### src/rtl/nes_mem_pkg.sv
// Shared memory-port types: slot ownership tag and read latency.
// Used by mem_port_arbiter.
package nes_mem_pkg;

   typedef enum logic [1:0] {
      SLOT_NONE = 2'd0,
      SLOT_CPU  = 2'd1,
      SLOT_HOST = 2'd2
   } slot_tag_e;

   localparam int MEM_RD_LAT = 1;

endpackage

### src/rtl/mem_port_arbiter.sv
// Two-stage (issue/capture) arbiter sharing one memory port, CPU first.
// Macro MEM_PORT_ARBITER_ROM_WP_EN: drop CPU writes to upper half, pulse cpu_wp_hit.
module mem_port_arbiter
   import nes_mem_pkg::*;
#(
   parameter int ADDR_W         = 16,
   parameter int DATA_W         = 8,
   parameter int MIN_CPU_PERIOD = 3
) (
   input  logic              clk_mst,
   input  logic              rst_mst_n,
   input  logic              clk_en_cpu,
   input  logic [ADDR_W-1:0] cpu_addr,
   input  logic              cpu_we,
   input  logic [DATA_W-1:0] cpu_wdata,
   output logic [DATA_W-1:0] cpu_rdata,
   input  logic              host_valid,
   input  logic [ADDR_W-1:0] host_addr,
   input  logic              host_we,
   input  logic [DATA_W-1:0] host_wdata,
   output logic              host_ready,
   output logic              host_rvalid,
   output logic [DATA_W-1:0] host_rdata,
   output logic              mem_en,
   output logic              mem_we,
   output logic [ADDR_W-1:0] mem_addr,
   output logic [DATA_W-1:0] mem_wdata,
   input  logic [DATA_W-1:0] mem_rdata,
`ifdef MEM_PORT_ARBITER_ROM_WP_EN
   output logic              cpu_wp_hit,
`endif
   output logic              cpu_overrun
);

   localparam int PH_W = $clog2(MIN_CPU_PERIOD + 1);
   localparam logic [PH_W-1:0] PH_MAX = PH_W'(MIN_CPU_PERIOD);
   localparam logic [PH_W-1:0] PH_LIM = PH_W'(MIN_CPU_PERIOD - 1);

   slot_tag_e         s1_tag_q, s1_tag_d;
   logic              s1_rd_q, s1_rd_d;
   logic              mem_en_q, mem_en_d;
   logic              mem_we_q, mem_we_d;
   logic [ADDR_W-1:0] mem_addr_q, mem_addr_d;
   logic [DATA_W-1:0] mem_wdata_q, mem_wdata_d;
   slot_tag_e         s2_tag_q;
   logic              s2_rd_q;
   logic [DATA_W-1:0] cpu_rdata_q;
   logic [DATA_W-1:0] host_rdata_q;
   logic              host_rvalid_q;
   logic [PH_W-1:0]   phase_q;
   logic              overrun_q;
   logic              host_acc;
   logic              cpu_wp;

`ifdef MEM_PORT_ARBITER_ROM_WP_EN
   logic              wp_hit_q;
   assign cpu_wp     = cpu_we & cpu_addr[ADDR_W-1];
   assign cpu_wp_hit = wp_hit_q;
`else
   assign cpu_wp     = 1'b0;
`endif

   // Host is refused in strobe cycles and while reset is held.
   assign host_ready = rst_mst_n & ~clk_en_cpu;
   assign host_acc   = host_valid & host_ready;

   // Issue-stage next state: CPU strobe owns the slot, else accepted host.
   always_comb begin
      s1_tag_d    = SLOT_NONE;
      s1_rd_d     = 1'b0;
      mem_en_d    = 1'b0;
      mem_we_d    = 1'b0;
      mem_addr_d  = mem_addr_q;
      mem_wdata_d = mem_wdata_q;
      unique case (1'b1)
         clk_en_cpu: begin
            if (!cpu_wp) begin
               s1_tag_d    = SLOT_CPU;
               s1_rd_d     = ~cpu_we;
               mem_en_d    = 1'b1;
               mem_we_d    = cpu_we;
               mem_addr_d  = cpu_addr;
               mem_wdata_d = cpu_wdata;
            end
         end
         host_acc: begin
            s1_tag_d    = SLOT_HOST;
            s1_rd_d     = ~host_we;
            mem_en_d    = 1'b1;
            mem_we_d    = host_we;
            mem_addr_d  = host_addr;
            mem_wdata_d = host_wdata;
         end
         default: ;
      endcase
   end

   // Issue and capture stages, read-data routing, phase and overrun tracking.
   always_ff @(posedge clk_mst or negedge rst_mst_n) begin
      if (!rst_mst_n) begin
         s1_tag_q      <= SLOT_NONE;
         s1_rd_q       <= 1'b0;
         mem_en_q      <= 1'b0;
         mem_we_q      <= 1'b0;
         mem_addr_q    <= '0;
         mem_wdata_q   <= '0;
         s2_tag_q      <= SLOT_NONE;
         s2_rd_q       <= 1'b0;
         cpu_rdata_q   <= '0;
         host_rdata_q  <= '0;
         host_rvalid_q <= 1'b0;
         phase_q       <= PH_MAX;
         overrun_q     <= 1'b0;
`ifdef MEM_PORT_ARBITER_ROM_WP_EN
         wp_hit_q      <= 1'b0;
`endif
      end else begin
         s1_tag_q    <= s1_tag_d;
         s1_rd_q     <= s1_rd_d;
         mem_en_q    <= mem_en_d;
         mem_we_q    <= mem_we_d;
         mem_addr_q  <= mem_addr_d;
         mem_wdata_q <= mem_wdata_d;
         s2_tag_q    <= s1_tag_q;
         s2_rd_q     <= s1_rd_q;
         if (s2_rd_q && s2_tag_q == SLOT_CPU) begin
            cpu_rdata_q <= mem_rdata;
         end
         if (s2_rd_q && s2_tag_q == SLOT_HOST) begin
            host_rdata_q <= mem_rdata;
         end
         host_rvalid_q <= s2_rd_q && (s2_tag_q == SLOT_HOST);
         if (clk_en_cpu) begin
            phase_q <= '0;
         end else if (phase_q != PH_MAX) begin
            phase_q <= phase_q + PH_W'(1);
         end
         if (clk_en_cpu && phase_q < PH_LIM) begin
            overrun_q <= 1'b1;
         end
`ifdef MEM_PORT_ARBITER_ROM_WP_EN
         wp_hit_q <= clk_en_cpu & cpu_wp;
`endif
      end
   end

   assign mem_en      = mem_en_q;
   assign mem_we      = mem_we_q;
   assign mem_addr    = mem_addr_q;
   assign mem_wdata   = mem_wdata_q;
   assign cpu_rdata   = cpu_rdata_q;
   assign host_rdata  = host_rdata_q;
   assign host_rvalid = host_rvalid_q;
   assign cpu_overrun = overrun_q;

endmodule

### config.mk
export PLATFORM = sky130hd
export DESIGN_NAME = mem_port_arbiter
export DESIGN_NICKNAME = d
export VERILOG_FILES = /design/src/rtl/nes_mem_pkg.sv /design/src/rtl/mem_port_arbiter.sv
export SDC_FILE = /design/constraint.sdc
export NUM_CORES = 1
export LEC_CHECK = 0
export CAP_MARGIN = 30
export CORE_UTILIZATION = 40
export CTS_BUF_LIST = sky130_fd_sc_hd__clkbuf_8
export DETAILED_ROUTE_END_ITERATION = 12
export HOLD_SLACK_MARGIN = 0.1
export PLACE_DENSITY = 0.79
export SYNTH_ARGS = -nofsm -noshare
export SYNTH_HDL_FRONTEND = slang
export SYNTH_SLANG_ARGS = --single-unit
export TNS_END_PERCENT = 100
### constraint.sdc
create_clock -name clk_mst -period 1.1 [get_ports clk_mst]
set_input_delay 0.165 -clock clk_mst [delete_from_list [all_inputs] [get_ports clk_mst]]
set_output_delay 0.165 -clock clk_mst [all_outputs]
set_load 0.01 [all_outputs]
==> impl_metrics.py <==
metrics = {
    "outcome": {
        "status": "finished, violations left",
        "violations": "hold timing, setup timing",
    },
    "grt": {
        "grt_overflow_total": 0,
        "grt_pass1_vias": 2066,
        "grt_pass1_wl_mm": 9.963,
        "grt_max_degree": 48,
        "grt_use_total_pct": 20.35,
        "antenna_found_initial": 0,
    },
    "yosys": {
        "netlist_area_sq_mm": 0.002519,
        "synth.top_cell.area_share_pct": 49.68,
        "yosysMostFrequentCell": "dfrtp_1",
        "yosys-top-cells-area": "dfrtp_1, o311ai_2, nand4b_1",
        "syn_avg_cell_area_sq_um": 12.47,
        "synth_async_sr_flop_share_pct": 100.0,
        "yosysTopAreaCell": "dfrtp_1",
        "synth_seq_cells": 52,
        "yosysSeqAreaShare_pct": 51.76,
        "synthCells": 202,
        "syn_nets": 265,
        "synth_enable_flop_cells": 0,
        "synth_top_flop_cell": "dfrtp_1",
        "synth.top_cells.by_count": "dfrtp_1, inv_1, nand2_1",
        "yosys_warnings": 0,
        "synth.distinct_cells": 26,
    },
    "finish": {
        "area_growth_pct": 52.36,
        "multi_input_area_sq_mm": 0.001085,
        "n_antenna_cell": 0,
        "nets": 395,
        "fillers": 483,
        "drive_gt1_share_pct": 39.46,
        "ff_latch_area_sq_mm": 0.001308,
        "final_core_util_pct": 64.06,
    },
    "timing": {
        "min_period_ns": 1.161,
        "setup_viol": 14,
        "post-route-period-util_pct": 105.5,
        "fin_worst_skew_ns": 0.003518,
        "rsz0062_at_grt": "yes",
        "layout_setup_ws_ns": -0.06061,
        "fin_hold_ws_ns": -0.06588,
        "setup_tns_ns": -0.4756,
        "hold_viol_final": 19,
        "max_slew_margin_pct": 75.22,
        "tightest_slew_ns": 0.3704,
        "max_clock_freq_mhz": 861.6,
        "drv_slew": 0,
    },
    "power_and_ir_drop": {
        "vdd_ir_drop_max_uv": 716.6,
        "power.leakage_nw": 1.827,
        "p_per_area_mw_per_mm2": 1375,
    },
    "drt": {
        "route.detailed.drc": 0,
        "vias": 2025,
        "first_pass_iters": 4,
        "routed_wl_mm": 6.466,
        "dr.first_iter.drc_count": 64,
        "routedWlPerCell_microns": 15.89,
        "drtAntennaViolNets": 0,
        "viasPerCell": 4.975,
    },
    "critical_path": {
        "worstPathMaxFanout": 8,
        "r2r_slack_ns": -0.06,
        "start_kind": "register",
        "cp.required_ns": 1.29,
        "r2r-start": "s2_tag_q[1]",
        "r2r-end": "cpu_rdata[3]",
        "critical_path_arrival_ns": 1.35,
        "setup.worst_path.end_class": "register",
        "crit_type": "reg2reg",
        "reg2reg_depth": 2,
    },
    "run": {
        "drv_cap": 0,
    },
    "die": {
        "fp.dieH_microns": 81.35,
        "ioPinCount": 107,
        "die_area_sq_mm": 0.006618,
        "die_w_microns": 81.35,
        "core_sq_mm": 0.005991,
        "start_util_pct": 42.04,
        "row_count": 28,
    },
    "worst_hold_path": {
        "hold_path.class": "in2async",
    },
    "cts": {
        "cts_made_buffers": 5,
        "htreeDepth": 2,
        "cts_buffer_depth": 2,
        "cts_hold_buf": 1,
        "ctsRootBufferMaster": "clkbuf_8",
        "cts.sinks": 52,
        "clkTransAtPathRegs_ns": 0.09,
        "cts_tree": "yes",
        "clock_latency_ns": 0.30,
    },
    "place": {
        "hpwl_mm": 4.329,
        "gp_congestion": 0.7171,
        "io_buffers": 106,
    },
}
==> cells by family (layout without fill, tap and decap cells) <==
kind of cell | after synthesis | after routing | share of synthesized area (%)
compound gates | 27 | 27 | 15.10
xor+xnor | 1 | 1 | 0.3478
fa+ha+maj | 1 | 1 | 0.4967
buf+inv | 44 | 172 | 7.998
flops | 52 | 52 | 51.76
mux | 17 | 17 | 8.744
simple gates | 60 | 62 | 15.55
==> state kept, by name, summed over array words and instances (netlist names) <==
| register | cells |
|---|---|
| mem_addr | 16 |
| cpu_rdata | 8 |
| host_rdata | 8 |
| mem_wdata | 8 |
| phase_q | 2 |
| s1_tag_q | 2 |
| s2_tag_q | 2 |
| cpu_overrun | 1 |
| host_rvalid | 1 |
| mem_en | 1 |
| mem_we | 1 |
| s1_rd_q | 1 |
| s2_rd_q | 1 |
==> stage by stage <==
| step | area, sq um | cells | total power [W] | hold slack, ns | setup WS (ns) |
|---|---|---|---|---|---|
| floorplan | 2519 | 202 | 0.002960 | -0.1306 | 0.02594 |
| global placement | 3682 | 376 | 0.003767 | 0.2406 | -0.2470 |
| detailed placement | 3682 | 376 | 0.003821 | 0.2497 | -0.3068 |
| CTS | 3913 | 397 | 0.005317 | -0.08114 | -0.04242 |
| global route | 3837 | 407 | 0.005549 | -0.06295 | -0.07958 |
| finish | 3837 | 407 | 0.005276 | -0.06588 | -0.06061 |
==> critical path: stages (launching register included) <==
cell      delay, ns
dfrtp_2        0.42
nand3b_4       0.27
mux2_4         0.36
==> cell usage in the layout, fill, tap and decap left out, drive strengths merged <==
master / count
nor2: 3
clkdlybuf4s50: 59
and2: 2
inv: 26
clkbuf: 23
o311ai: 24
clkdlybuf4s15: 1
bufinv: 2
ha: 1
dfrtp: 50
nand4b: 24
nor2b: 1
dfstp: 2
mux2i: 1
dlygate4sd2: 1
nand2b: 2
o31ai: 1
mux2: 16
nand2: 26
a21o: 1
nand3: 1
xor2: 1
nand3b: 3
o21ai: 1
dlygate4sd3: 1
buf: 59
==> metal layers <==
layer / GRT usage (%) / up-vias / part of all wire, %
li1: - / 974 / -
met1: 23.54 / 964 / 42
met2: 36.00 / 81 / 50
met3: 6.404 / 6 / 7.7
met4: 5.357 / 0 / 0.88
met5: 0 / - / 0
==> final cells by class <==
cell class                 instances  share of cell area, %
sequential                        52                  34.07
tap                               75                  2.445
clock inverter                     2                  1.565
timing repair buffer             139                  29.31
multi-input combinational        108                  28.27
inverter                          26                  2.543
clock buffer                       5                  1.793
==> worst max-delay path by stage <==
stage                            from       endpoint  slack [ns]
after global routing      s2_tag_q[1]   cpu_rdata[3]       -0.08
after detailed placement   host_valid   mem_wdata[7]       -0.31
after global placement     host_valid   mem_wdata[0]       -0.25
after floorplan           s2_tag_q[0]  host_rdata[0]        0.03
final                     s2_tag_q[1]   cpu_rdata[3]       -0.06
after CTS                 s2_tag_q[0]  host_rdata[2]       -0.04
==> power breakdown <==
part / internal (W) / total (W) / leakage, nW / switching (W)
clock network: 0.000895 / 0.00149 / 0.0642 / 0.000591
logic: 0.000852 / 0.00145 / 1.15 / 0.000599
registers: 0.00218 / 0.00234 / 0.617 / 0.000158
total: 0.00393 / 0.00528 / 1.83 / 0.00135
==> timing repair <==
item / in CTS / in global routing
gates resized for setup: 130 / 42
buffers inserted: 12 / 9
pin swaps: 0 / 2
setup endpoints to repair: 60 / 55
hold endpoints to repair: 26 / 19
cloned: 1 / 1
Power figures use the tool's default switching activity.
